## src/rtl/data_skid_reg.sv

```systemverilog
// Two-entry (main + skid) valid/ready pipeline register with synchronous flush.
// Optional saturating stall counter enabled by defining DATA_SKID_STALL_CNT_EN.
module data_skid_reg #(
  parameter int               WIDTH       = 32,
  parameter logic [WIDTH-1:0] RESET_VALUE = '0,
  parameter int               CNT_W       = 16
) (
  input  logic             clk,
  input  logic             rst,
  input  logic             flush,
  input  logic             in_valid,
  input  logic [WIDTH-1:0] in_data,
  output logic             in_ready,
  output logic             out_valid,
  output logic [WIDTH-1:0] out_data,
  input  logic             out_ready
`ifdef DATA_SKID_STALL_CNT_EN
  ,
  output logic [CNT_W-1:0] stall_cnt
`endif
);

  typedef enum logic [1:0] {
    EMPTY = 2'd0,
    ONE   = 2'd1,
    FULL  = 2'd2
  } state_t;

  state_t           state_reg, state_next;
  logic [WIDTH-1:0] main_reg, main_next;
  logic [WIDTH-1:0] skid_reg, skid_next;
  logic             acc, fire;

  // Handshake outputs depend only on registered state, never on out_ready or in_data.
  assign in_ready  = (state_reg != FULL);
  assign out_valid = (state_reg != EMPTY);
  assign out_data  = main_reg;

  assign acc  = in_valid & in_ready;
  assign fire = out_valid & out_ready;

  always_comb begin
    state_next = state_reg;
    main_next  = main_reg;
    skid_next  = skid_reg;
    if (flush) begin
      state_next = EMPTY;
    end else begin
      unique case (state_reg)
        EMPTY: begin
          if (acc) begin
            main_next  = in_data;
            state_next = ONE;
          end
        end
        ONE: begin
          if (acc && fire) begin
            main_next = in_data;
          end else if (acc) begin
            skid_next  = in_data;
            state_next = FULL;
          end else if (fire) begin
            state_next = EMPTY;
          end
        end
        FULL: begin
          if (fire) begin
            main_next  = skid_reg;
            state_next = ONE;
          end
        end
        default: state_next = EMPTY;
      endcase
    end
  end

  always_ff @(posedge clk or negedge rst) begin
    if (!rst) begin
      state_reg <= EMPTY;
      main_reg  <= RESET_VALUE;
      skid_reg  <= RESET_VALUE;
    end else begin
      state_reg <= state_next;
      main_reg  <= main_next;
      skid_reg  <= skid_next;
    end
  end

`ifdef DATA_SKID_STALL_CNT_EN
  // Saturates rather than wraps; flush deliberately leaves it alone.
  always_ff @(posedge clk or negedge rst) begin
    if (!rst) begin
      stall_cnt <= '0;
    end else if (out_valid && !out_ready && (stall_cnt != {CNT_W{1'b1}})) begin
      stall_cnt <= stall_cnt + 1'b1;
    end
  end
`endif

endmodule
```

## config.mk

```make
export PLATFORM = sky130hd
export DESIGN_NAME = data_skid_reg
export DESIGN_NICKNAME = d
export VERILOG_FILES = /design/src/rtl/data_skid_reg.sv
export SDC_FILE = /design/constraint.sdc
export NUM_CORES = 1
export LEC_CHECK = 0
export BUFFER_PORTS_ARGS = -buffer_cell sky130_fd_sc_hd__buf_2
export CAP_MARGIN = 30
export CORE_MARGIN = 2
export CORE_UTILIZATION = 53
export DETAILED_ROUTE_END_ITERATION = 8
export GPL_ROUTABILITY_DRIVEN = 0
export PLACE_DENSITY = 0.79
export REMOVE_ABC_BUFFERS = 1
export SLEW_MARGIN = 10
export SYNTH_ARGS = -nofsm -noshare
export SYNTH_HDL_FRONTEND = slang
export SYNTH_SLANG_ARGS = --single-unit
```

## constraint.sdc

```tcl
create_clock -name clk -period 1.9 [get_ports clk]
set_clock_uncertainty 0.05 [all_clocks]
set_input_delay 0.19 -clock clk [delete_from_list [all_inputs] [get_ports clk]]
set_output_delay 0.19 -clock clk [all_outputs]
set_load 0.02 [all_outputs]
```

; Word level (Yosys, flattened, before mapping)
; Index checks and enable logic that the tools add are counted.
[totals]
ff_bits = 66
in_bits = 37
[classes]
n_eq_ne = 10
n_mux = 11
n_bitwise = 4
reduce_logical = 7
[ops]
columns = op, count
row1 = $mux W32, 3
row2 = $pmux W32 S3, 1
row3 = $mux W2, 6
row4 = $ne A3 B3 Y1 const B, 3
row5 = $ne A2 B2 Y1 const B, 4
row6 = $reduce_and A4 Y1, 2
row7 = $pmux W2 S3, 1
row8 = $reduce_and A5 Y1, 1
row9 = $ne A4 B4 Y1 const B, 1
row10 = $reduce_bool A3 Y1, 1
row11 = $and A1 B1 Y1, 2
row12 = $eq A2 B1 Y1 const B, 1
row13 = $eq A2 B2 Y1 const B, 1
row14 = $logic_not A2 Y1, 1
row15 = $not A1 Y1, 2
row16 = $reduce_bool A2 Y1, 1
row17 = $logic_and A1 B1 Y1, 1

; Longest topological paths before layout
[depth]
word_depth = 7
depth_mapped = 5
ltp_nobuf = 4

; Worst setup path after synthesis
; No wires, ideal clock.
[synth_timing]
path_type = reg-to-reg
from = register state_reg[1]
to = register skid_reg[3]
setup_ps = 125
arrival_ps = 1406
required_time_ps = 1725
slack_ps = 319
stages_incl_launch_ff = 5
cell_sequence = dfrtp_1 > nor2b_2 > nor3b_4 > buf_6 > mux2_2
[synth_via]
elab_chain_cells = 5
elab_cells_between_ends = 8
classes_between = 2 x eq/ne / 3 x bitwise / 3 x reduce/logical
[synth_lines]
columns = item, line_no
row1 = "start, declared", 29  ; state_t state_reg, state_next;
row2 = "start signal, assigned", 83  ; state_reg <= state_next;
row3 = $ne A2 B2 Y1 or $reduce_bool A2 Y1 (tied branches), "35, 36"
row4 = "$and A1 B1 Y1, on equally long branches", "39, 40"
row5 = $logic_and A1 B1 Y1, 57  ; if (acc && fire) begin
row6 = $not A1 Y1 (no source line), -
row7 = $reduce_and A4 Y1 (no source line) *, -
row8 = "end signal, assigned", 85  ; skid_reg <= skid_next;
row9 = "end, declared", 31  ; logic [WIDTH-1:0] skid_reg, skid_next;
; Mark *: on every way between the ends. The rest lies on a longest branch, timed or not.
; A chain may end at the register's enable or synchronous reset.

; Final worst setup path
[layout_timing]
from = register state_reg[1]
to = register skid_reg[4]
; The elaborated chain is that of the path after synthesis.

==> metrics.txt <==
status completed; Critical Path Source Type flip-flop; Syn. warnings 0; worst hold-check path type input port to flip-flop; antenna cells 0; core area 5510 um^2; # nets final 305; hold wc startpoint out_ready; Peak Freq 593 MHz; clock root buffer clkbuf_8; data arrival time of the worst path 1850 ps; final wirelength 5.19 mm; Critical path origin state_reg[1]; RR Startpoint state_reg[1]; placed cell count 328; WL/cell 15.0 um; pin count of the biggest net entering global routing 44; post-synthesis register bit count 66; Post-CTS Setup Bufs 0; Global Route Usage Sum 18.0%; TNS Setup 0 ps; Syn Inst Count 188; Post-Syn Area per Cell 16.0 um^2; Slew Limit Fails 0; I/O pin cnt 71; Area Overhead vs Synth 20.1%; WS Path Type flip-flop to flip-flop; CP bufs+invs 1; clk slew on worst S/H paths 70 ps; average vias per placed instance 5.17; Fin Hold WS 32.3 ps; Final ANT Viol Nets 0; H-tree depth 3; full die area 6300 um^2; DRT iter0 DRCs 50; CP required 2070 ps; Max VDD drop 0.570 mV; post-synthesis cell area 3010 um^2; clk_lat worst skew 340 ps; Longest Clk Path Bufs 2; CP endpoint kind flip-flop; CP max FO 20; initial antenna violation count 0; leakage power 1.66 nW; DR pass1 iterations 4; Die Wd 79.4 um; unrepaired setup endpoints after global routing false; minimum clock period after layout 1690 ps; DP Worst Slack 206 ps; hpwl dp 3.61 mm; fin crit share 88.7%; vias in the first global route 1900; crit path max-delay cell type dfrtp_1; DRC errors left 0; CP max stage delay 430 ps; Cell variety after synth 20; Hold Fails Final Rpt 0; first-pass GRT wire length 8.61 mm; PnR worst setup slack 215 ps; Worst Tran Pin Value 563 ps; share of layout cells above drive strength 1 67.0%; GRT overflow 0; Power Dens Cells 1050 nW/um^2; Setup-failing EPs final 0; Top Layer Used met4; slew margin rel. 62.4%; Layout fillers 406; Die H 79.4 um; maxcap violations 0; Met1 Routed Length 2.37 mm; clock buffer count from CTS 9; clk sinks 66; met3 WL 436 um; fin cells 345; CTS tree built; routed wl met2 2.28 mm; via count 1782; sequential area share after synthesis 54.9%; top cell family by delay on the critical path flip-flops; Initial Utilization 54.6%; FP Rows 27; crit-path cells nor2b_2, nor3b_4, buf_4, mux2_2; PortBufs 70
-- cells by family (layout without fill, tap and decap cells) --
| family | after synthesis | count (layout) | share of synthesized area [%] |
|---|---|---|---|
| AOI/OAI and AO/OA | 5 | 5 | 1.46 |
| buffers and inverters | 11 | 96 | 4.24 |
| DFF | 66 | 66 | 54.9 |
| muxes | 96 | 96 | 36.9 |
| and+or+nand+nor | 10 | 10 | 2.50 |
-- layout by cell type, fill, tap and decap left out, types with 2 or more instances in the layout --
master / synthesis / routed
dfrtp_1: 66 / 66
mux2_2: 77 / 77
clkinv_2: 0 / 3
mux2_1: 11 / 11
clkbuf_1: 0 / 3
buf_2: 0 / 70
buf_12: 0 / 4
clkbuf_8: 0 / 10
a21oi_1: 2 / 2
buf_4: 0 / 4
mux2_4: 8 / 8
-- worst reg2reg max path: stages, from the launching register on --
cell and delay (ps):
dfrtp_1 430, nor2b_2 200, nor3b_4 210, buf_4 300, mux2_2 380
-- synthesized netlist by cell type --
library cell  instances  area, um^2
nand2_2               1        6.26
nor3_1                1        5.00
o22a_2                1        10.0
nand2_1               1        3.75
a21oi_4               1        16.3
o21a_1                1        7.51
mux2_2               77         867
or2_2                 1        6.26
buf_8                 3        45.0
mux2_4                8         120
mux2_1               11         124
inv_1                 1        3.75
nand2b_1              1        6.26
a21oi_1               2        10.0
nor2b_2               2        17.5
nor2_1                1        3.75
dfrtp_1              66        1650
nand3b_1              1        7.51
buf_6                 7        78.8
nor3b_4               1        18.8
-- routing by layer --
metal,vias up,track usage (%)
met4,0,9.31
met2,64,28.1
li1,841,-
met1,865,22.1
met3,12,6.48
met5,-,0
-- report_power, final --
part	leakage, nW	switching [mW]	total [mW]	internal (mW)
clock	0.0872	0.498	1.00	0.504
sequential	0.796	0.162	1.90	1.74
combinational	0.775	0.415	0.872	0.456
-- cell type report --
class | count | area [um^2] | area share (%)
clock buffers | 13 | 149 | 4.12
clock inverters | 3 | 15.0 | 0.415
inverters | 1 | 3.75 | 0.104
multi-input cells | 111 | 1230 | 34.2
flip-flops and latches | 66 | 1650 | 45.7
well taps | 72 | 90.1 | 2.49
repair buffers | 79 | 470 | 13.0
-- final timing paths --
check | endpoint | slack, ps | depth (start not counted)
min in group asynchronous | skid_reg[4] | 330 | 2
hold / removal | state_reg[1] | 30 | 2
hold reg to reg | skid_reg[29] | 430 | 1
setup reg to reg | skid_reg[4] | 210 | 4
setup / recovery | skid_reg[4] | 210 | 4
max in group asynchronous | skid_reg[16] | 860 | 3
-- through the flow --
step	power, mW	util, %	cell area, um^2
2_1_floorplan	2.47	-	2890
3_3_place_gp	2.77	62.5	3440
3_5_place_dp	2.81	62.5	3440
4_1_cts	3.83	65.6	3610
5_1_grt	3.99	65.6	3610
6_report	3.78	65.6	3610
-- timing repair --
action,in CTS,in global routing
gates resized for setup,0,0
endpoints found under the hold margin,23,0
hold buffers,1,0
Power figures use the tool's default switching activity.
